==> src/rtl/clk_mgmt_pkg.sv <==
// Shared definitions for the clock-management block.
// Contents:
//   state_t           - supervisor FSM state encoding (2 bits)
//   DEF_*             - default timing parameters for clk_lock_supervisor
//   EVT_CNT_W         - width of the saturating event counters
//   sat_inc()         - saturating increment for an event counter
package clk_mgmt_pkg;

  typedef enum logic [1:0] {
    ST_RESET_MMCM  = 2'd0,
    ST_WAIT_LOCK   = 2'd1,
    ST_STABLE_WAIT = 2'd2,
    ST_RUNNING     = 2'd3
  } state_t;

  localparam int DEF_RST_CYCLES    = 8;
  localparam int DEF_LOCK_TIMEOUT  = 4000;  // 100 us at 40 MHz
  localparam int DEF_STABLE_CYCLES = 1024;

  localparam int EVT_CNT_W = 8;

  // Holds at all-ones so slow control never sees a wrapped count.
  function automatic logic [EVT_CNT_W-1:0] sat_inc(input logic [EVT_CNT_W-1:0] v);
    return (&v) ? v : v + EVT_CNT_W'(1);
  endfunction

endpackage

==> src/rtl/clk_lock_supervisor_if.sv <==
// Signal bundle between the MMCM lock supervisor and its surroundings
// (MMCM status/reset pins, slow control, system reset fan-out).
//   mmcm_locked     MMCM LOCKED, asynchronous to the supervisor clock
//   soft_reset_req  one-cycle request from slow control
//   mmcm_rst        reset request to the MMCM, active-high
//   sys_rst         system reset, active-high
//   clk_good        high only while the clock is trusted
//   relock_count    lock losses seen while running (saturating)
//   timeout_count   lock timeouts (saturating)
//   state           current supervisor state, for observation only
// Handshake: there is no valid/ready pair here. soft_reset_req is a
// fire-and-forget pulse that is acted on in the cycle it is sampled high;
// the supervisor never back-pressures it, and a pulse that arrives while the
// MMCM is already being reset is dropped.
interface clk_lock_supervisor_if;
  import clk_mgmt_pkg::*;

  logic                 mmcm_locked;
  logic                 soft_reset_req;
  logic                 mmcm_rst;
  logic                 sys_rst;
  logic                 clk_good;
  logic [EVT_CNT_W-1:0] relock_count;
  logic [EVT_CNT_W-1:0] timeout_count;
  state_t               state;

  // Environment side: drives MMCM status and slow-control requests.
  modport master (
    output mmcm_locked, soft_reset_req,
    input  mmcm_rst, sys_rst, clk_good, relock_count, timeout_count, state
  );

  // Supervisor side.
  modport slave (
    input  mmcm_locked, soft_reset_req,
    output mmcm_rst, sys_rst, clk_good, relock_count, timeout_count, state
  );

endinterface

==> src/rtl/sync_2ff.sv <==
// Generic two-flop synchroniser for slow, level-type status inputs.
//   clk  destination clock
//   rst  synchronous active-high reset, clears both stages
//   d    asynchronous input
//   q    synchronised output (two clk edges of latency)
module sync_2ff #(
  parameter int W = 1
) (
  input  logic         clk,
  input  logic         rst,
  input  logic [W-1:0] d,
  output logic [W-1:0] q
);

  logic [W-1:0] meta_q;
  logic [W-1:0] sync_q;

  always_ff @(posedge clk) begin
    if (rst) begin
      meta_q <= '0;
      sync_q <= '0;
    end else begin
      meta_q <= d;
      sync_q <= meta_q;
    end
  end

  assign q = sync_q;

endmodule

==> src/rtl/clk_lock_supervisor.sv <==
// MMCM lock supervisor, running on the free-running board oscillator.
// Pulses the MMCM reset, waits for LOCKED, requires lock to hold for a
// stable period before releasing the system reset, and re-initialises the
// MMCM on lock loss, lock timeout or a slow-control request.
// Ports:
//   CLK_40M  free-running 40 MHz oscillator (never an MMCM output)
//   rst      synchronous active-high reset
//   bus      clk_lock_supervisor_if.slave: MMCM status/reset, slow-control
//            request, system reset, clk_good, event counters, state
module clk_lock_supervisor
  import clk_mgmt_pkg::*;
#(
  parameter int RST_CYCLES    = DEF_RST_CYCLES,
  parameter int LOCK_TIMEOUT  = DEF_LOCK_TIMEOUT,
  parameter int STABLE_CYCLES = DEF_STABLE_CYCLES,
  parameter int CNT_W         = 16
) (
  input  logic                  CLK_40M,
  input  logic                  rst,
  clk_lock_supervisor_if.slave  bus
);

  localparam logic [CNT_W-1:0] RST_LAST     = CNT_W'(RST_CYCLES - 1);
  localparam logic [CNT_W-1:0] TIMEOUT_LAST = CNT_W'(LOCK_TIMEOUT - 1);
  localparam logic [CNT_W-1:0] STABLE_LAST  = CNT_W'(STABLE_CYCLES - 1);

  logic                 lock_s;
  state_t               state, next_state;
  logic [CNT_W-1:0]     cnt;
  logic                 init_q;
  logic                 timeout_evt, relock_evt;
  logic                 mmcm_rst_q, sys_rst_q, clk_good_q;
  logic [EVT_CNT_W-1:0] relock_q, timeout_q;

  sync_2ff #(.W(1)) u_lock_sync (
    .clk (CLK_40M),
    .rst (rst),
    .d   (bus.mmcm_locked),
    .q   (lock_s)
  );

  // A soft request outranks every other exit; it is ignored in RESET_MMCM
  // so the MMCM reset pulse is never stretched.
  always_comb begin
    next_state  = state;
    timeout_evt = 1'b0;
    relock_evt  = 1'b0;
    case (state)
      ST_RESET_MMCM: begin
        if (!init_q && cnt == RST_LAST) next_state = ST_WAIT_LOCK;
      end
      ST_WAIT_LOCK: begin
        if (bus.soft_reset_req)    next_state = ST_RESET_MMCM;
        else if (lock_s)           next_state = ST_STABLE_WAIT;  // lock beats timeout
        else if (cnt == TIMEOUT_LAST) begin
          next_state  = ST_RESET_MMCM;
          timeout_evt = 1'b1;
        end
      end
      ST_STABLE_WAIT: begin
        if (bus.soft_reset_req || !lock_s) next_state = ST_RESET_MMCM;
        else if (cnt == STABLE_LAST)       next_state = ST_RUNNING;
      end
      ST_RUNNING: begin
        if (bus.soft_reset_req) next_state = ST_RESET_MMCM;
        else if (!lock_s) begin
          next_state = ST_RESET_MMCM;
          relock_evt = 1'b1;
        end
      end
      default: next_state = ST_RESET_MMCM;
    endcase
  end

  // init_q marks the first cycle after reset: it counts as the entry cycle of
  // RESET_MMCM, so the first MMCM reset pulse is as long as any later one.
  // cnt is free to wrap in RUNNING; nothing reads it there.
  always_ff @(posedge CLK_40M) begin
    if (rst) begin
      state      <= ST_RESET_MMCM;
      cnt        <= '0;
      init_q     <= 1'b1;
      mmcm_rst_q <= 1'b1;
      sys_rst_q  <= 1'b1;
      clk_good_q <= 1'b0;
      relock_q   <= '0;
      timeout_q  <= '0;
    end else begin
      init_q     <= 1'b0;
      state      <= next_state;
      cnt        <= (init_q || next_state != state) ? '0 : cnt + CNT_W'(1);
      mmcm_rst_q <= (next_state == ST_RESET_MMCM);
      sys_rst_q  <= (next_state != ST_RUNNING);
      clk_good_q <= (next_state == ST_RUNNING);
      if (relock_evt)  relock_q  <= sat_inc(relock_q);
      if (timeout_evt) timeout_q <= sat_inc(timeout_q);
    end
  end

  assign bus.mmcm_rst      = mmcm_rst_q;
  assign bus.sys_rst       = sys_rst_q;
  assign bus.clk_good      = clk_good_q;
  assign bus.relock_count  = relock_q;
  assign bus.timeout_count = timeout_q;
  assign bus.state         = state;

endmodule

==> src/flat_wrapper.sv <==
// flat-port wrapper written by rule: the top's interface ports become plain ports
module clk_lock_supervisor_flat import clk_mgmt_pkg::*;
#(
  parameter int RST_CYCLES    = DEF_RST_CYCLES,
  parameter int LOCK_TIMEOUT  = DEF_LOCK_TIMEOUT,
  parameter int STABLE_CYCLES = DEF_STABLE_CYCLES,
  parameter int CNT_W         = 16
)
  (CLK_40M, rst, bus_mmcm_locked, bus_soft_reset_req, bus_mmcm_rst, bus_sys_rst, bus_clk_good, bus_relock_count, bus_timeout_count, bus_state);
  clk_lock_supervisor_if bus_i ();
  input  logic CLK_40M;
  input  logic rst;
  input wire logic [$bits(bus_i.mmcm_locked)-1:0] bus_mmcm_locked;
  input wire logic [$bits(bus_i.soft_reset_req)-1:0] bus_soft_reset_req;
  output wire logic [$bits(bus_i.mmcm_rst)-1:0] bus_mmcm_rst;
  output wire logic [$bits(bus_i.sys_rst)-1:0] bus_sys_rst;
  output wire logic [$bits(bus_i.clk_good)-1:0] bus_clk_good;
  output wire logic [$bits(bus_i.relock_count)-1:0] bus_relock_count;
  output wire logic [$bits(bus_i.timeout_count)-1:0] bus_timeout_count;
  output wire logic [$bits(bus_i.state)-1:0] bus_state;
  assign bus_i.mmcm_locked = bus_mmcm_locked;
  assign bus_i.soft_reset_req = bus_soft_reset_req;
  assign bus_mmcm_rst = bus_i.mmcm_rst;
  assign bus_sys_rst = bus_i.sys_rst;
  assign bus_clk_good = bus_i.clk_good;
  assign bus_relock_count = bus_i.relock_count;
  assign bus_timeout_count = bus_i.timeout_count;
  assign bus_state = bus_i.state;
  clk_lock_supervisor #(.RST_CYCLES(RST_CYCLES), .LOCK_TIMEOUT(LOCK_TIMEOUT), .STABLE_CYCLES(STABLE_CYCLES), .CNT_W(CNT_W)) u_core (.CLK_40M(CLK_40M), .rst(rst), .bus(bus_i));
endmodule
==> config.mk <==
export PLATFORM = sky130hd
export DESIGN_NAME = clk_lock_supervisor_flat
export DESIGN_NICKNAME = d
export VERILOG_FILES = /design/src/rtl/clk_mgmt_pkg.sv /design/src/rtl/clk_lock_supervisor_if.sv /design/src/rtl/sync_2ff.sv /design/src/rtl/clk_lock_supervisor.sv /design/src/flat_wrapper.sv
export SDC_FILE = /design/constraint.sdc
export NUM_CORES = 1
export LEC_CHECK = 0
export CAP_MARGIN = 20
export CORE_MARGIN = 2
export CORE_UTILIZATION = 48
export DETAILED_ROUTE_END_ITERATION = 10
export GPL_TIMING_DRIVEN = 0
export PLACE_DENSITY = 0.74
export SKIP_LAST_GASP = 1
export SYNTH_ARGS = -nofsm -noshare
export SYNTH_HDL_FRONTEND = slang
export SYNTH_SLANG_ARGS = --single-unit
==> constraint.sdc <==
create_clock -name CLK_40M -period 1.8 [get_ports CLK_40M]
set_input_delay 0.36 -clock CLK_40M [delete_from_list [all_inputs] [get_ports CLK_40M]]
set_output_delay 0.36 -clock CLK_40M [all_outputs]
set_load 0.01 [all_outputs]
==> flow_metrics.py, run 1 <==
metrics = {
    "outcome": {
        "status": "finished with violations",
        "failed_checks": "negative setup slack",
    },
    "clock_network": {
        "clkSlewWorstSetupHoldPaths_ns": 0.09,
        "cts_buffer_depth": 2,
        "cts_buffers": 5,
        "cts_tree": "done",
        "clock_sinks": 40,
        "cts_root_buffer": "clkbuf_8",
        "htreeDepth": 2,
        "clock_latency_ns": 0.30,
    },
    "finish": {
        "multi_input_comb_area_um2": 1146,
        "fin_nets": 251,
        "fin_area_um2": 2520,
        "seqCellArea_um2": 817.0,
        "antenna_cells": 0,
        "finish.utilization": 0.6832,
        "drive_gt1_frac": 0.2531,
        "n_fill_cell": 292,
        "area_growth_pct": 35.90,
    },
    "yosys": {
        "synth.most_common_cell": "dfxtp_1",
        "synth_area_per_cell_um2": 9.134,
        "ys_top_cells_by_count": "dfxtp_1, nor2_1, nand2_1, xnor2_1, xor2_1",
        "syn_area_um2": 1854,
        "syn_inst": 203,
        "synth-main-ff-cell": "dfxtp_1",
        "synth_cell_types": 41,
        "ys_ff_latch": 40,
        "synth_top_area_share": 0.4318,
        "synth_fp_nets": 210,
        "yosys_warnings": 0,
        "synth_seq_area_share": 0.4318,
        "synth_area_leaders": "dfxtp_1, xnor2_1, nor2_1, xor2_1, nor2_4",
        "synth_edf_count": 0,
        "async_reset_ff_frac": 0,
        "synth_top_cell_by_area": "dfxtp_1",
    },
    "global_route": {
        "grt_max_degree": 14,
        "grt_overflow": 0,
        "antenna_found_initial": 0,
        "grt_usage": 0.1829,
        "grt_pass1_wl_um": 6265,
        "grt_pass1_vias": 1439,
    },
    "critical_path": {
        "cp_cell_sequence": "or4b_4 > a41o_4 > nor4_4 > xnor2_1 > nor2_1",
        "r2r_end": "u_core.bus.timeout_count[7]",
        "required_ns": 1.98,
        "start_kind": "flip-flop",
        "r2r_slack_ns": -0.03,
        "cp_max_fo": 7,
        "cp.arrival_ns": 2.01,
        "r2r_start": "u_core.u_lock_sync.q",
        "cp_slowest_cell": "or4b_4",
        "cp_slowest_stage_delay_ns": 0.56,
        "path_class": "reg2reg",
        "reg2reg_depth": 5,
        "end_kind": "flip-flop",
    },
    "die": {
        "initial_core_util": 0.5027,
        "die_x_um": 66.16,
        "rows": 22,
        "coreArea_um2": 3689,
        "pin_count": 25,
        "die_h_um": 66.16,
        "fp.dieArea_um2": 4376,
    },
    "sta": {
        "min_period_ns": 1.832,
        "finalSetupViolCount": 12,
        "fin_crit_sh": 1.018,
        "final_hold_viol_count": 0,
        "worst_pin_slew_ns": 0.5014,
        "rsz0062_at_grt": "yes",
        "slew_headroom": 0.6657,
        "setup_slack_ns": -0.03197,
        "fin_skew_ns": 0.01554,
        "slew_viol_final": 0,
        "max_clock_freq_ghz": 0.5459,
    },
    "route": {
        "ant_nets": 0,
        "drcViolationCount": 0,
        "vias": 1529,
        "vias_per_cell": 5.218,
        "wl_per_cell_um": 12.82,
        "drtIter0Drc": 67,
        "dr.pass1.iters": 4,
        "drt_wl_total_um": 3757,
    },
    "power": {
        "powerDensity_nw_per_um2": 627.5,
        "power_leakage_uw": 0.0008603,
        "vdd_drop_max_mv": 0.7051,
    },
    "placed_design": {
        "place_area_um2": 2186,
        "dp_hpwl_um": 2394,
        "io_buffer_count": 24,
        "finalWeightedCongestion": 0.7917,
    },
    "hold_path": {
        "min_from": "rst",
        "min_to": "u_core.init_q",
        "whs_path_depth": 1,
        "hp-class": "in2reg",
    },
    "run": {
        "drv_cap": 0,
    },
}
layout by cell type, fill, tap and decap left out, types with 3 or more instances in the layout:
cell,netlist,routed
dfxtp_1,40,31
nor2_1,29,27
clkdlybuf4s50_1,0,22
nand2_1,15,15
xnor2_1,15,14
nor2_4,7,12
xor2_1,10,10
nand3_1,9,9
buf_4,1,9
dfxtp_2,0,7
nand4_1,6,6
clkbuf_8,0,6
inv_1,5,5
nor3_1,8,5
and3_1,4,4
a21oi_1,5,4
clkbuf_1,3,3
nor4_4,0,3
nor4_1,4,3
nor2b_1,3,3
o21ai_0,4,3
routing by layer:
| metal | up-vias | track usage | wire [um] |
|---|---|---|---|
| li1 | 784 | - | - |
| met1 | 718 | 0.2524 | 1853 |
| met2 | 23 | 0.2738 | 1734 |
| met3 | 4 | 0.05281 | 130 |
| met4 | 0 | 0.05867 | 39 |
| met5 | - | 0 | 0 |
metrics by stage:
step | worst slack (ns) | total power [uW] | std cells | setup TNS (ns) | hold slack [ns]
floorplan | -0.06455 | 946.2 | 203 | -0.5800 | 0.3877
global placement | -0.5714 | 961.9 | 275 | -12.49 | 0.4226
detailed placement | -0.5578 | 961.7 | 275 | -12.34 | 0.4267
CTS | -0.04500 | 1596 | 292 | -0.4656 | 0.4142
global route | -0.1370 | 1642 | 293 | -1.786 | 0.4282
finish | -0.03197 | 1581 | 293 | -0.1895 | 0.4249
power by group:
| part | switching, uW | internal (uW) |
|---|---|---|
| registers | 5.27 | 888 |
| logic | 34.0 | 30.9 |
| clock network | 313 | 310 |
layout make-up:
type / count / share of cell area
Inverter: 5 / 0.007448
Clock inverter: 2 / 0.005958
Buffer: 5 / 0.01440
Timing Repair Buffer: 35 / 0.1365
Tap cell: 48 / 0.02383
Sequential cell: 40 / 0.3242
Clock buffer: 6 / 0.03277
Multi-Input combinational cell: 152 / 0.4548
how the worst max path moves through the flow:
stage	to	cells past startpoint	from
finish	u_core.bus.timeout_count[7]	5	u_core.u_lock_sync.q
global route	u_core.cnt[6]	7	u_core.cnt[14]
CTS	u_core.cnt[14]	8	u_core.cnt[0]
detailed placement	u_core.cnt[5]	8	bus_soft_reset_req
global placement	u_core.cnt[8]	8	bus_soft_reset_req
floorplan	u_core.cnt[8]	8	u_core.cnt[0]
logic make-up after synthesis:
family / share of synthesized area
flip-flops: 0.4318
XOR/XNOR: 0.1181
buffers and inverters: 0.03104
multiplexers: 0.005398
adder cells (fa/ha/maj): 0.02025
AND/OR/NAND/NOR: 0.3320
AO/OA/AOI/OAI: 0.06140
state kept, by name (all words and copies together) (netlist names):
| signal | flops |
|---|---|
| u_core.bus.clk_good | 1 |
| u_core.bus.mmcm_rst | 1 |
| u_core.bus.relock_count | 8 |
| u_core.bus.state | 2 |
| u_core.bus.sys_rst | 1 |
| u_core.bus.timeout_count | 8 |
| u_core.cnt | 16 |
| u_core.init_q | 1 |
| u_core.u_lock_sync.meta_q | 1 |
| u_core.u_lock_sync.q | 1 |
what timing repair did:
item                       CTS  global route
pin swaps                   14             7
gates resized for setup     17            23
setup buffers                8             2
setup endpoints to repair   28            22
hold buffers                 0             0
gates cloned                 1             0
worst max-delay path, delay by kind of cell (launching register included):
| kind | cells | cell delay [ns] |
|---|---|---|
| flip-flops | 1 | 0.37 |
| AO/OA/AOI/OAI | 1 | 0.31 |
| XOR/XNOR | 1 | 0.15 |
| AND/OR/NAND/NOR | 3 | 0.88 |
(Power assumes the default switching activity.)
==> run 2, diff against run 1 <==
Settings changed: GPL_TIMING_DRIVEN 0 to not set, SKIP_LAST_GASP 1 to not set.
==> flow_metrics.py, run 2 (same netlist as run 1, synthesis figures left out) <==
metrics = {
    "critical_path": {
        "cp.arrival_ns": 2.00,
        "path_delay_family": "simple AND/OR/NAND/NOR gates",
        "path_class": "reg2reg",
        "cp_slowest_stage_delay_ns": 0.50,
        "cp_cell_sequence": "ha_4 > and4bb_2 > nand4_4 > a21oi_1 > or4_4 > buf_12 > nor2_2",
        "required_ns": 2.03,
        "end_kind": "flip-flop",
        "crit_buf_inv": 1,
        "cp_slowest_cell": "or4_4",
        "cp_max_fo": 16,
        "start_kind": "flip-flop",
    },
    "global_route": {
        "antenna_found_initial": 0,
        "grt_pass1_vias": 1457,
        "grt_busiest_layer": "met2",
        "grt_pass1_wl_um": 6258,
        "grt_usage": 0.1832,
        "grt_overflow": 0,
        "grt_use_met3": 0.04940,
        "grt_max_degree": 24,
        "globalRouteMet2Util": 0.2950,
        "met1_usage": 0.2301,
    },
    "power": {
        "intPower_uw": 1223,
        "p_sw_uw": 345.7,
        "combPwrFrac": 0.032,
        "p_seq_frac": 0.571,
        "power_frac_clock": 0.398,
        "vdd_drop_max_mv": 0.5853,
        "powerDensity_nw_per_um2": 645.8,
        "p_sw_frac": 0.2204,
        "power_leakage_uw": 0.0007956,
    },
    "placed_design": {
        "place_area_um2": 2286,
        "place_inst": 287,
        "dp_hpwl_um": 2466,
        "finalWeightedCongestion": 0.8606,
        "io_buffer_count": 24,
    },
    "route": {
        "dr.pass1.iters": 4,
        "vias": 1501,
        "drcViolationCount": 0,
        "wl_per_cell_um": 12.08,
        "drtIter0Drc": 95,
        "vias_per_cell": 5.088,
        "drt_wl_total_um": 3565,
        "ant_nets": 0,
    },
    "sta": {
        "final_hold_viol_count": 0,
        "finalSetupTns_ns": 0,
        "worst_pin_slew_ns": 0.3319,
        "fin_crit_sh": 0.9792,
        "slew_headroom": 0.7777,
        "min_period_ns": 1.762,
        "max_clock_freq_ghz": 0.5674,
        "finalSetupViolCount": 0,
        "fin_skew_ns": 0.006251,
        "slew_viol_final": 0,
        "rsz0062_at_grt": "yes",
    },
    "clock_network": {
        "cts_tree": "done",
        "cts_buffers": 5,
        "cts_setup_buffers": 0,
        "clkSlewWorstSetupHoldPaths_ns": 0.07,
        "clock_latency_ns": 0.29,
        "cts_hold_buf": 0,
        "cts_buffer_depth": 2,
        "clock_sinks": 40,
        "cts_root_buffer": "clkbuf_8",
        "htreeDepth": 2,
    },
    "die": {
        "initial_core_util": 0.5027,
        "coreArea_um2": 3689,
        "die_h_um": 66.16,
        "die_x_um": 66.16,
        "rows": 22,
        "fp.dieArea_um2": 4376,
        "pin_count": 25,
    },
    "finish": {
        "final_common_cell": "dfxtp_1",
        "mostFrequentLayoutCells": "dfxtp_1, nor2_1, clkdlybuf4s50_1",
        "fin_nets": 253,
        "regMostFlops": "u_core.cnt",
        "seqCellArea_um2": 807.0,
        "area_growth_pct": 30.97,
        "n_fill_cell": 307,
        "antenna_cells": 0,
        "fin_cells": 295,
        "largest_reg_flops": 16,
        "finish.utilization": 0.6584,
        "fin_area_um2": 2429,
        "drive_gt1_frac": 0.2348,
        "multi_input_comb_area_um2": 1059,
    },
    "hold_path": {
        "hp-class": "reg2reg",
    },
    "run": {
        "drv_cap": 0,
    },
    "outcome": {
        "status": "complete, no violations",
    },
}
## run 2: cell types whose count changed in the layout (fill, tap and decap cells not counted), sizes merged
cell / previous run / this run
dlygate4sd2: 2 / 1
buf: 13 / 18
clkdlybuf4s50: 22 / 23
clkbuf: 9 / 6
## run 2: metal layers
layer	up-vias	share of wire
met5	-	0
met3	5	0.035
met4	0	0.015
met2	19	0.45
li1	787	-
met1	690	0.50
## run 2: what timing repair did
| action | in CTS | in global routing |
|---|---|---|
| pin swaps | 0 | 1 |
| gates resized for setup | 5 | 10 |
| setup endpoints to repair | 22 | 20 |
| hold endpoints to repair | 0 | 0 |
## run 2: worst register-to-register path, stage by stage, from the launching register on
cell and delay, ns:
dfxtp_2 0.34, ha_4 0.15, and4bb_2 0.26, nand4_4 0.09, a21oi_1 0.08, or4_4 0.50
buf_12 0.18, nor2_2 0.10
## run 2: final timing paths
path | cells after the start | slack [ns] | to | start
max reg2reg | 7 | 0.04 | u_core.cnt[15] | u_core.cnt[0]
max | 7 | 0.04 | u_core.cnt[15] | u_core.cnt[0]
min | 1 | 0.44 | u_core.cnt[0] | u_core.cnt[0]
min reg2reg | 1 | 0.44 | u_core.cnt[0] | u_core.cnt[0]
## run 2: power groups by stage
stage	Combinational (uW)	Sequential (uW)	Clock, uW
CTS	47.3	894	645
finish	49.5	895	624
detailed placement	47.0	915	0
global placement	46.8	915	0
floorplan	32.0	914	0
global route	54.7	895	678
## run 2: per-stage QoR
step | setup slack (ns) | hold slack [ns] | total power [uW]
2_1_floorplan | -0.06455 | 0.3877 | 946.2
3_3_place_gp | -0.4624 | 0.4276 | 961.6
3_5_place_dp | -0.4689 | 0.4320 | 961.8
4_1_cts | 0.01933 | 0.4433 | 1587
5_1_grt | -0.03363 | 0.4560 | 1628
6_report | 0.03750 | 0.4397 | 1568
## run 2: area by class of cell
type,count,share of cell area
clock inverter,2,0.006182
inverter,5,0.007728
multi-input combinational,152,0.4359
timing repair buffer,42,0.1592
tap,48,0.02473
clock buffer,6,0.03400
sequential,40,0.3323
==> run 3, diff against run 2 <==
==> constraint.sdc (replaced) <==
create_clock -name CLK_40M -period 1.8 [get_ports CLK_40M]
set_input_delay 0.27 -clock CLK_40M [delete_from_list [all_inputs] [get_ports CLK_40M]]
set_output_delay 0.27 -clock CLK_40M [all_outputs]
set_load 0.01 [all_outputs]
==> flow_metrics.py, run 3 (same netlist as run 1, synthesis figures left out) <==
metrics = {
    "die": {
        "fp.dieArea_um2": 4376,
        "die_x_um": 66.16,
        "initial_core_util": 0.5027,
        "coreArea_um2": 3689,
        "rows": 22,
        "pin_count": 25,
        "die_h_um": 66.16,
    },
    "finish": {
        "final_common_cell": "dfxtp_1",
        "largest_reg_flops": 16,
        "n_fill_cell": 275,
        "fin_area_um2": 2565,
        "drive_gt1_frac": 0.2869,
        "antenna_cells": 0,
        "fin_nets": 257,
        "fin_cells": 299,
        "regMostFlops": "u_core.cnt",
        "finish.utilization": 0.6954,
        "mostFrequentLayoutCells": "dfxtp_1, nor2_1, clkdlybuf4s50_1",
        "area_growth_pct": 38.33,
    },
    "global_route": {
        "antenna_found_initial": 0,
        "grt_pass1_wl_um": 6534,
        "grt_usage": 0.1921,
        "grt_pass1_vias": 1469,
        "grt_max_degree": 24,
        "grt_overflow": 0,
    },
    "clock_network": {
        "cts_tree": "done",
        "cts_buffers": 5,
        "clkSlewWorstSetupHoldPaths_ns": 0.08,
        "htreeDepth": 2,
        "clock_sinks": 40,
        "cts_root_buffer": "clkbuf_8",
        "cts_buffer_depth": 2,
        "clock_latency_ns": 0.29,
        "cts_hold_buf": 0,
    },
    "sta": {
        "max_clock_freq_ghz": 0.5608,
        "final_hold_viol_count": 0,
        "slew_viol_final": 0,
        "fin_skew_ns": 0.01063,
        "worst_pin_slew_ns": 0.3095,
        "rsz0062_at_grt": "yes",
        "finalSetupViolCount": 0,
        "slew_headroom": 0.7918,
        "fin_crit_sh": 0.9906,
        "min_period_ns": 1.783,
    },
    "critical_path": {
        "end_kind": "flip-flop",
        "cp_max_fo": 8,
        "r2r_slack_ns": 0.02,
        "required_ns": 2.03,
        "r2r_end": "u_core.cnt[2]",
        "start_kind": "flip-flop",
        "path_class": "reg2reg",
        "cp.arrival_ns": 2.01,
        "r2r_start": "u_core.cnt[0]",
        "reg2reg_depth": 7,
    },
    "power": {
        "powerDensity_nw_per_um2": 671.9,
        "p_sw_uw": 350.1,
        "intPower_uw": 1373,
        "combPwrFrac": 0.038,
        "power_frac_clock": 0.443,
        "vdd_drop_max_mv": 0.6454,
        "power_leakage_uw": 0.0008374,
        "p_sw_frac": 0.2031,
        "p_seq_frac": 0.519,
        "finalPower_uw": 1723,
    },
    "route": {
        "vias": 1559,
        "ant_nets": 0,
        "dr.pass1.iters": 4,
        "wl_per_cell_um": 13.17,
        "drcViolationCount": 0,
        "drt_wl_total_um": 3939,
        "vias_per_cell": 5.214,
        "drtIter0Drc": 81,
    },
    "hold_path": {
        "min_to": "u_core.u_lock_sync.q",
        "min_from": "u_core.u_lock_sync.meta_q",
        "hp-class": "reg2reg",
        "whs_path_depth": 1,
    },
    "placed_design": {
        "dp_hpwl_um": 2456,
        "place_area_um2": 2286,
        "finalWeightedCongestion": 0.8607,
        "place_inst": 287,
        "io_buffer_count": 24,
    },
    "outcome": {
        "status": "complete, no violations",
    },
    "run": {
        "drv_cap": 0,
    },
}
==> run 3: cell types whose count changed in the layout (fill, tap and decap cells not counted), moves of 2 or more <==
cell,before,now
nor2_2,4,2
nor3_2,0,2
dfxtp_1,35,33
clkinvlp_4,2,0
nor2_1,28,23
buf_4,17,20
nor2_4,7,14
nor3_1,8,6
dfxtp_2,5,7
==> run 3: area by class of cell <==
cell class	count	area (um2)	share of cell area
Clock buffer	6	82.58	0.03220
Timing Repair Buffer	46	436.7	0.1702
Sequential cell	40	809.5	0.3156
Inverter	5	18.77	0.007317
Multi-Input combinational cell	152	1119	0.4361
Tap cell	48	60.06	0.02341
Clock inverter	2	38.79	0.01512
==> run 3: power by group through the flow <==
stage	combinational [uW]	sequential (uW)	clock [uW]
after global routing	70.5	895	816
after detailed placement	46.7	915	0
after global placement	46.8	915	0
final	65.5	894	763
after floorplan	32.0	914	0
after CTS	60.2	894	775
==> run 3: worst max-delay path by stage <==
stage / to / start
2_1_floorplan: u_core.cnt[8] / u_core.cnt[0]
6_report: u_core.cnt[2] / u_core.cnt[0]
4_1_cts: u_core.cnt[15] / u_core.cnt[1]
5_1_grt: u_core.bus.timeout_count[6] / u_core.cnt[13]
3_5_place_dp: u_core.cnt[10] / bus_soft_reset_req
3_3_place_gp: u_core.bus.timeout_count[7] / bus_soft_reset_req
==> run 3: worst max-delay path, stage by stage (launching register included) <==
cell	delay, ns
dfxtp_2	0.34
ha_4	0.15
and4bb_2	0.26
nand2_1	0.09
nor2_2	0.05
or4_4	0.57
buf_12	0.19
nor2_4	0.09
==> run 3: metal layers <==
metal	share of wire	vias up	routed length [um]	GRT usage
met5	0	-	0	0
met4	0.019	0	75	0.06633
met3	0.039	8	155	0.05792
met2	0.46	29	1807	0.2975
met1	0.48	725	1900	0.2532
li1	-	797	-	-
==> run 3: metrics by stage <==
step / hold slack, ns / setup TNS (ns) / setup WS, ns
3_3_place_gp: 0.4276 / -8.071 / -0.3724
4_1_cts: 0.4542 / 0 / 0.007235
3_5_place_dp: 0.4320 / -8.586 / -0.3917
5_1_grt: 0.4652 / -0.3697 / -0.05715
2_1_floorplan: 0.2977 / -0.5800 / -0.06455
6_report: 0.4448 / 0 / 0.01690
==> run 3: timing repair <==
action | in CTS | in global routing
pin swaps | 8 | 9
gates resized for setup | 16 | 16
setup buffers | 2 | 1
cloned | 1 | 0
setup endpoints to repair | 20 | 23
